**src/rtl/keypad_cmd_encoder.sv**
```systemverilog
// keypad_cmd_encoder: scans a 4x4 active-low matrix keypad, debounces each
// press and emits one 4-bit calculator command per accepted key.
// Build option: define KEYPAD_AUTOREPEAT_EN to add auto-repeat of a held key.
module keypad_cmd_encoder #(
  parameter int SCAN_DIV        = 16,
  parameter int DEBOUNCE_CYCLES = 8,
  parameter int HOLD_CYCLES     = 10,
  parameter int REPEAT_DELAY    = 500,
  parameter int REPEAT_PERIOD   = 100
) (
  input  logic       clock,
  input  logic       reset,
  input  logic [3:0] col_in,
  output logic [3:0] row_out,
  output logic [3:0] cmd,
  output logic       cmd_valid,
  output logic       busy
);

  typedef enum logic [1:0] {SCAN, DEBOUNCE, EMIT, WAIT_RELEASE} state_e;

  localparam logic [3:0] CMD_IDLE = 4'hF;  // also the code latched for key D
  localparam int DIV_W  = $clog2(SCAN_DIV);
  localparam int DEB_W  = $clog2(DEBOUNCE_CYCLES + 1);
  localparam int HOLD_W = $clog2(HOLD_CYCLES + 1);
  localparam logic [DIV_W-1:0]  DIV_LAST  = DIV_W'(SCAN_DIV - 1);
  localparam logic [DEB_W-1:0]  DEB_LAST  = DEB_W'(DEBOUNCE_CYCLES - 1);
  localparam logic [HOLD_W-1:0] HOLD_LAST = HOLD_W'(HOLD_CYCLES - 1);

  // Reject configurations the counters cannot represent.
  if (SCAN_DIV < 2 || DEBOUNCE_CYCLES < 1 || HOLD_CYCLES < 1 ||
      REPEAT_DELAY < 1 || REPEAT_PERIOD < 1) begin : g_bad_params
    $error("keypad_cmd_encoder: parameter out of range");
  end

  state_e            state_q, state_d;
  logic [3:0]        col_meta_q, col_s_q;
  logic [1:0]        row_q, row_d;
  logic [DIV_W-1:0]  div_q, div_d;
  logic [DEB_W-1:0]  deb_q, deb_d;
  logic [HOLD_W-1:0] hold_q, hold_d;
  logic [3:0]        pat_q, pat_d;     // column pattern seen when the key was latched
  logic [3:0]        code_q, code_d;   // decoded command of the latched key

`ifdef KEYPAD_AUTOREPEAT_EN
  localparam int RPT_MAX = (REPEAT_DELAY > REPEAT_PERIOD) ? REPEAT_DELAY : REPEAT_PERIOD;
  localparam int RPT_W   = $clog2(RPT_MAX + 1);
  localparam logic [RPT_W-1:0] DELAY_LAST  = RPT_W'(REPEAT_DELAY - 1);
  localparam logic [RPT_W-1:0] PERIOD_LAST = RPT_W'(REPEAT_PERIOD - 1);
  logic [RPT_W-1:0] rpt_q, rpt_d;
  logic             rpt_armed_q, rpt_armed_d;  // first repeat already issued
`endif

  // Map (row, one-hot-low column) to the calculator command code.
  function automatic logic [3:0] key_code(input logic [1:0] row, input logic [3:0] col_n);
    logic [1:0] col;
    logic [3:0] code;
    case (col_n)
      4'b1110: col = 2'd0;
      4'b1101: col = 2'd1;
      4'b1011: col = 2'd2;
      default: col = 2'd3;
    endcase
    case ({row, col})
      4'd0:  code = 4'h1;  4'd1:  code = 4'h2;  4'd2:  code = 4'h3;  4'd3:  code = 4'hA;
      4'd4:  code = 4'h4;  4'd5:  code = 4'h5;  4'd6:  code = 4'h6;  4'd7:  code = 4'hB;
      4'd8:  code = 4'h7;  4'd9:  code = 4'h8;  4'd10: code = 4'h9;  4'd11: code = 4'hC;
      4'd12: code = 4'hD;  4'd13: code = 4'h0;  4'd14: code = 4'hE;  default: code = CMD_IDLE;
    endcase
    return code;
  endfunction

  // Registered state: column synchronizer, FSM and its counters.
  always_ff @(posedge clock) begin
    // NOTE: non-blocking assignments so every flop samples pre-edge values.
    if (reset) begin
      col_meta_q <= 4'hF;
      col_s_q    <= 4'hF;
      state_q    <= SCAN;
      row_q      <= '0;
      div_q      <= '0;
      deb_q      <= '0;
      hold_q     <= '0;
      pat_q      <= 4'hF;
      code_q     <= CMD_IDLE;
`ifdef KEYPAD_AUTOREPEAT_EN
      rpt_q       <= '0;
      rpt_armed_q <= 1'b0;
`endif
    end else begin
      col_meta_q <= col_in;
      col_s_q    <= col_meta_q;
      state_q    <= state_d;
      row_q      <= row_d;
      div_q      <= div_d;
      deb_q      <= deb_d;
      hold_q     <= hold_d;
      pat_q      <= pat_d;
      code_q     <= code_d;
`ifdef KEYPAD_AUTOREPEAT_EN
      rpt_q       <= rpt_d;
      rpt_armed_q <= rpt_armed_d;
`endif
    end
  end

  // Next-state logic: scan, debounce, emit and release tracking.
  always_comb begin
    // NOTE: every variable gets a default first so no path infers a latch.
    state_d = state_q;
    row_d   = row_q;
    div_d   = div_q;
    deb_d   = deb_q;
    hold_d  = hold_q;
    pat_d   = pat_q;
    code_d  = code_q;
`ifdef KEYPAD_AUTOREPEAT_EN
    rpt_d       = rpt_q;
    rpt_armed_d = rpt_armed_q;
`endif
    case (state_q)
      SCAN: begin
        if (div_q == DIV_LAST) begin
          div_d = '0;
          // Only a single low column is a usable press; several low means ghosting.
          if ($onehot(~col_s_q)) begin
            pat_d   = col_s_q;
            code_d  = key_code(row_q, col_s_q);
            deb_d   = '0;
            state_d = DEBOUNCE;
          end else begin
            row_d = row_q + 2'd1;
          end
        end else begin
          div_d = div_q + 1'b1;
        end
      end
      DEBOUNCE: begin
        if (col_s_q == pat_q) begin
          if (deb_q == DEB_LAST) begin
            deb_d   = '0;
            hold_d  = '0;
            state_d = (code_q == CMD_IDLE) ? WAIT_RELEASE : EMIT;
          end else begin
            deb_d = deb_q + 1'b1;
          end
        end else begin
          deb_d   = '0;
          div_d   = '0;
          row_d   = row_q + 2'd1;
          state_d = SCAN;
        end
      end
      EMIT: begin
        // Fixed-length window: column activity is ignored here.
        if (hold_q == HOLD_LAST) begin
          hold_d  = '0;
          deb_d   = '0;
          state_d = WAIT_RELEASE;
        end else begin
          hold_d = hold_q + 1'b1;
        end
      end
      default: begin  // WAIT_RELEASE
        if (col_s_q == 4'hF) begin
          if (deb_q == DEB_LAST) begin
            deb_d   = '0;
            div_d   = '0;
            row_d   = '0;
            state_d = SCAN;
          end else begin
            deb_d = deb_q + 1'b1;
          end
        end else begin
          deb_d = '0;
        end
`ifdef KEYPAD_AUTOREPEAT_EN
        if (col_s_q == pat_q && code_q != CMD_IDLE) begin
          if (rpt_q == (rpt_armed_q ? PERIOD_LAST : DELAY_LAST)) begin
            rpt_d       = '0;
            rpt_armed_d = 1'b1;
            hold_d      = '0;
            state_d     = EMIT;
          end else begin
            rpt_d = rpt_q + 1'b1;
          end
        end else begin
          rpt_d       = '0;
          rpt_armed_d = 1'b0;
        end
`endif
      end
    endcase
  end

  // Outputs decoded from registered state only.
  always_comb begin
    row_out   = ~(4'b0001 << row_q);
    cmd       = (state_q == EMIT) ? code_q : CMD_IDLE;
    cmd_valid = (state_q == EMIT) && (hold_q == '0);
    busy      = (state_q != SCAN);
  end

endmodule

```
**config.mk**
```make
export PLATFORM = sky130hd
export DESIGN_NAME = keypad_cmd_encoder
export DESIGN_NICKNAME = d
export VERILOG_FILES = /design/src/rtl/keypad_cmd_encoder.sv
export SDC_FILE = /design/constraint.sdc
export NUM_CORES = 1
export LEC_CHECK = 0
export ABC_AREA = 1
export CORE_UTILIZATION = 50
export DETAILED_ROUTE_END_ITERATION = 7
export HOLD_SLACK_MARGIN = 0.05
export PLACE_DENSITY = 0.71
export SETUP_SLACK_MARGIN = 0.02
export SLEW_MARGIN = 20
export SYNTH_ARGS = -nofsm -noshare
export SYNTH_HDL_FRONTEND = slang
export SYNTH_SLANG_ARGS = --single-unit
```
**constraint.sdc**
```tcl
create_clock -name clock -period 2 [get_ports clock]
set_input_delay 0.3 -clock clock [delete_from_list [all_inputs] [get_ports clock]]
set_output_delay 0.3 -clock clock [all_outputs]
set_load 0.02 [all_outputs]
```
Word level (Yosys, flattened, before mapping)
Memories as Yosys holds them, arrays and structs flattened. A register that Yosys moved wholly into a read port is not among the register bits.
Index checks and enable logic that the tools add are counted.
{ "word_totals": {"in_bits": 6, "mem_bits_ro": 64, "out_inout_bits": 10, "word_cells": 88, "register_bits": 28, "mem_count": 1} }
{ "mem_list": {"columns": ["memory", "words", "width", "rd", "rd_ports_with_merged_regs", "write_ports", "line", "source"], "rows": [
  ["(no name shown)", 16, 4, 1, 1, 0, "64", "case ({row, col})"]
]} }
{ "op_classes": {"n_reduce_logical": 15, "muxes": 33, "n_eq_ne": 20, "bitwise": 3, "n_shift": 1, "addsub": 7} }
{ "op_table": {"columns": ["operator", "count"], "rows": [
  ["two-way mux 4 bit", 13],
  ["== test 4 bit, second input constant", 7],
  ["two-way mux 2 bit", 13],
  ["one-hot mux 4 bit (3 select lines)", 2],
  ["one-hot mux 2 bit (3 select lines)", 3],
  ["!= test 2 bit, second input constant", 7],
  ["adder 4 x 1 -> 4 bit, second input constant", 3],
  ["AND reduction 6 bit", 2],
  ["AND reduction 3 bit", 3],
  ["inverter 4 bit", 2],
  ["one-hot mux 4 bit (2 select lines)", 1],
  ["nonzero test 4 bit", 2],
  ["nonzero test 3 bit", 2],
  ["adder 1 x 1 -> 2 bit", 2],
  ["== test 4 x 3 -> 1 bit, second input constant", 1],
  ["== test 4 bit", 1],
  ["logical NOT 4 bit", 1],
  ["AND reduction 4 bit", 1],
  ["nonzero test 2 bit", 2],
  ["left shift 1 x 2 -> 4 bit, first input constant", 1],
  ["adder 2 x 2 -> 3 bit", 1],
  ["== test 3 x 1 -> 1 bit, second input constant", 1],
  ["!= test 3 bit, second input constant", 1],
  ["adder 2 x 1 -> 2 bit, second input constant", 1],
  ["6 further kinds", 6]
]} }

Longest topological paths before layout
{ "logic_depth": {"word_depth": 7, "depth_mapped": 12, "ltp_nobuf": 12} }

Least setup slack after synthesis
No wires, ideal clock.
{ "synth_timing": {"kind": "register to register", "from": "register col_s_q[0]", "to": "register code_q[3]", "stages_incl_launch_ff": 12, "slack_ns": -0.175, "path_buffers": 1, "arrival_ns": 2.030, "required_time_ns": 1.855, "synth_period_minus_slack_ns": 2.175, "setup_time_ns": 0.145, "cell_sequence": "dfxtp_1 -> fa_1 -> inv_1 -> ha_1 -> ha_1 -> inv_1 -> nand2_1 -> nor2_1 -> nand2_1 -> nor2_2 -> buf_4 -> o221ai_1"} }
{ "synth_via": {"elab_chain_len": 5, "word_cells_on_any_way": 12, "classes_between": "add/sub: 2; eq/ne: 4; mux: 4; bitwise: 1; reduce/logical: 1"} }
{ "synth_lines": {"columns": ["item", "line", "source"], "rows": [
  ["start: declaration", "37", "logic [3:0] col_meta_q, col_s_q;"],
  ["start signal: assignment", "92", "col_s_q <= col_meta_q;"],
  ["inverter 4 bit or == test 4 bit (tied branches)", "126, 58", null],
  ["adder 1 x 1 -> 2 bit (not written as such) or one-hot mux 2 bit (3 select lines) (tied branches)", "126, 58", null],
  ["adder 2 x 2 -> 3 bit (not written as such) or two-way mux 2 bit (tied branches)", "126", "if ($onehot(~col_s_q)) begin"],
  ["== test 3 x 1 -> 1 bit or two-way mux 2 bit (tied branches)", "126, 123", null],
  ["AND reduction 3 bit (no line) or two-way mux 2 bit (tied branches)", null, null],
  ["end: declaration", "43", "logic [3:0] code_q, code_d;"]
]} }
Parallel ways exist; a longest one is shown, timed or not. The select of a mux whose other input is x is not followed.
A chain may end at the register's enable or synchronous reset.

Worst setup path after layout
{ "layout_timing": {"from": "register col_s_q[3]", "to": "register row_q[0]"} }
{ "layout_via": {"elab_chain_len": 6, "word_cells_on_any_way": 10, "classes_between": "add/sub: 2; eq/ne: 5; bitwise: 1; reduce/logical: 2"} }
{ "layout_lines": {"columns": ["item", "line", "source"], "rows": [
  ["inverter 4 bit", "126", null],
  ["adder 1 x 1 -> 2 bit (not written as such)", "126", null],
  ["adder 2 x 2 -> 3 bit (not written as such)", "126", null],
  ["== test 3 x 1 -> 1 bit", "126", null],
  ["!= test 2 bit (no line)", null, null],
  ["AND reduction 6 bit (no line) (*)", null, null],
  ["end signal: assignment", "94", "row_q <= row_d;"],
  ["end: declaration", "38", "logic [1:0] row_q, row_d;"]
]} }
Every way passes the cells marked *; elsewhere a longest branch is shown, timed or not.

==> results.toml <==
[placement]
placedCellCount = 347
portBuffers = 15
dp_slack_ns = -0.151
dp_hpwl_mm = 2.92
dpl_cell_area_um2 = 2270
place.gp.congestion = 0.834

[setup_path]
worst_ep_arrival_time_ns = 2.37
worst_setup_path_start_kind = "flip-flop"
crit_required_ns = 2.21
rr_endpoint = "row_q[0]"
reg2reg_depth = 12
path_class = "flip-flop to flip-flop"
path_max_fanout = 4
r2r_slack_ns = -0.16
endpoint = "row_q[0]"
worstReg2RegStart = "col_s_q[3]"
critPathLaunch = "col_s_q[3]"
endpoint_kind = "flip-flop"

[timing]
rsz0062_at_grt = "true"
slew-limit-headroom_pct = 65.4
hold_violations = 0
skew_ns = 0.00728
whs_ns = 0.408
clock.fmax_mhz = 463
fin_crit_sh_pct = 108
fin_crit_ns = 2.16
worst_slack_ns = -0.158
finalMaxSlewViolations = 0
setup_viol = 16
tightest_slew_ns = 0.518

[layout]
mostFrequentLayoutCell = "nand2_1"
syn2layout_area_growth_pct = 27.5
diodes = 0
nNetsFinal = 332
layout-drive-gt1-share_pct = 23.1
fillers = 336
final_cells = 356
fin_area_um2 = 2480
final_cell_mix = "nand2_1 (56), inv_1 (39), nand3_1 (28), dfxtp_1 (28), ha_1 (16)"

[power]
irDropWorstVdd_uv = 521
p_comb_share_pct = 8.5
p_int_mw = 1.14
p_leak_nw = 1.27
p_sw_share_pct = 21.4
clockPowerShare_pct = 46.2
seqPwrFrac_pct = 45.2
p_per_area_nw_per_um2 = 587
p_sw_mw = 0.311

[yosys]
synth_cells = 276
synth_top_family_by_area = "simple AND/OR/NAND/NOR gates"
synth-seq-cells = 32
synth_largest_area_cell = "dfxtp_1"
synth_fa_ha_area_share_pct = 12.6
syn-cell-area_um2 = 1940
ys_top_cells_by_area = "dfxtp_1 (33%), nand2_1 (12%), ha_1 (12%), inv_1 (7.9%), nand3_1 (7.2%)"
synth_seq_area_share_pct = 32.9
synth-simple-area-share_pct = 32.2
synthXorXnorAreaFrac_pct = 0.901
synth_compound_area_share_pct = 10.9
syn_area_per_cell_um2 = 7.04
syn_nets = 301
muxShareOfSynthArea_pct = 0
ys_types = 29
yosys_warnings = 0
synth_top_area_share_pct = 32.9

[cts]
cts.htree.levels = 2
cts_inserted_buffers = 5
clock_path_buffers = 2
post_cts_buffers = 0
cts_sinks = 32
cts_root_buf = "clkbuf_8"
insertion_delay_ns = 0.28
cts_tree = "yes"
path_clk_slew_ns = 0.07

[flow_run]
drv_cap = 0

[route]
dr.pass1.iters = 4
viasPerCell = 4.97
drc = 0
dr.first_iter.drc_count = 43
ant_nets = 0
routed_wl_mm = 3.91
post_drt_wl_per_cell_um = 11.0
vias = 1768

[floorplan]
start_util_pct = 52.7
ioPinCount = 16
placeableCoreArea_um2 = 3690
rows = 22
dieHeight_um = 64.4
chipWidth_um = 64.4
dieArea_um2 = 4140

[outcome]
outcome = "complete, but fails checks"
violations = "setup timing"

[grt]
overflow = 0
grt_max_degree = 17
antenna_found_initial = 0
grt_pass1_vias = 1618
grt_use_total_pct = 21.1
grt_pass1_wl_mm = 6.71

[min_path]
hp-class = "flip-flop to flip-flop"
-- layout make-up --
type	instances	area [um^2]	share of cell area, %
clock buffers	7	96.3	3.89
clock inverters	1	30.0	1.21
inverters	49	184	7.42
multi-input cells	191	1180	47.6
flip-flops and latches	32	648	26.1
well taps	48	60.1	2.42
repair buffers	28	282	11.4
-- worst max-delay path, stage by stage, from the launching register on --
cell and delay (ns):
dfxtp_2 0.33, fa_1 0.54, inv_1 0.04, ha_2 0.17
ha_4 0.26, inv_2 0.03, nand2_4 0.06, nor2_4 0.04
o21ai_2 0.14, nand4_1 0.20, nand2_1 0.12, nand2_1 0.05
nor2_1 0.10
-- cells by family after synthesis --
logic type | after synthesis
buf+inv | 53
flops | 32
simple gates | 134
fa+ha+maj | 19
xor+xnor | 2
compound gates | 36
-- worst min path at each step --
| stage | startpoint | endpoint | slack [ns] | depth (start not counted) |
|---|---|---|---|---|
| after floorplan | col_meta_q[0] | col_s_q[0] | 0.39 | 1 |
| after global placement | col_meta_q[2] | col_s_q[2] | 0.39 | 1 |
| after detailed placement | col_meta_q[1] | col_s_q[1] | 0.39 | 1 |
| after CTS | col_meta_q[1] | col_s_q[1] | 0.41 | 1 |
| after global routing | col_meta_q[1] | col_s_q[1] | 0.42 | 1 |
| final | col_meta_q[1] | col_s_q[1] | 0.41 | 1 |
-- metal layers --
layer	vias up	GRT usage (%)	wire [um]
met4	0	8.89	69
met3	4	5.54	115
li1	930	-	-
met1	802	25.6	1830
met5	-	0	0
met2	32	34.9	1890
-- stage by stage --
stage | util (%) | setup TNS [ns] | power, mW
after detailed placement | 61.5 | -1.50 | 0.787
after global placement | 61.5 | -0.736 | 0.783
after CTS | 65.2 | -1.51 | 1.47
after global routing | 67.2 | -3.13 | 1.52
after floorplan | - | -0.438 | 0.748
final | 67.2 | -1.70 | 1.45
-- state kept, by name, indices dropped and copies added (netlist names) --
signal,flops
code_q,4
col_meta_q,4
col_s_q,4
deb_q,4
div_q,4
hold_q,4
pat_q,4
row_q,2
state_q,2
-- power by group through the flow --
| stage | registers [mW] | clock network (mW) | logic [mW] |
|---|---|---|---|
| global route | 0.659 | 0.715 | 0.141 |
| global placement | 0.672 | 0 | 0.112 |
| CTS | 0.658 | 0.691 | 0.117 |
| finish | 0.658 | 0.672 | 0.124 |
| detailed placement | 0.672 | 0 | 0.115 |
| floorplan | 0.673 | 0 | 0.0755 |
-- Yosys cell counts --
cell type / count
xor2_1: 2
nand3b_1: 1
nand3_2: 1
dfxtp_1: 32
fa_1: 1
clkbuf_1: 3
nor2_2: 4
nand2_1: 63
nor2_4: 1
or2_2: 11
clkinv_1: 1
o21ai_0: 6
ha_1: 18
inv_1: 41
nand4_1: 2
nand3_4: 1
o21ai_2: 2
nand3_1: 28
buf_4: 1
nand2_2: 3
o21ai_1: 4
inv_2: 7
or2_1: 2
a21oi_2: 1
nor2_1: 16
o221ai_1: 1
a21oi_1: 15
o211ai_1: 7
nor3_1: 1
-- timing repair --
action	4_1_cts	5_1_grt
hold buffers	0	0
endpoints found under the hold margin	0	0
cloned	0	1
setup endpoints to repair	19	21
pin swaps	7	11
gates resized for setup	5	17
Note: power is estimated with default switching activity, not from simulation.
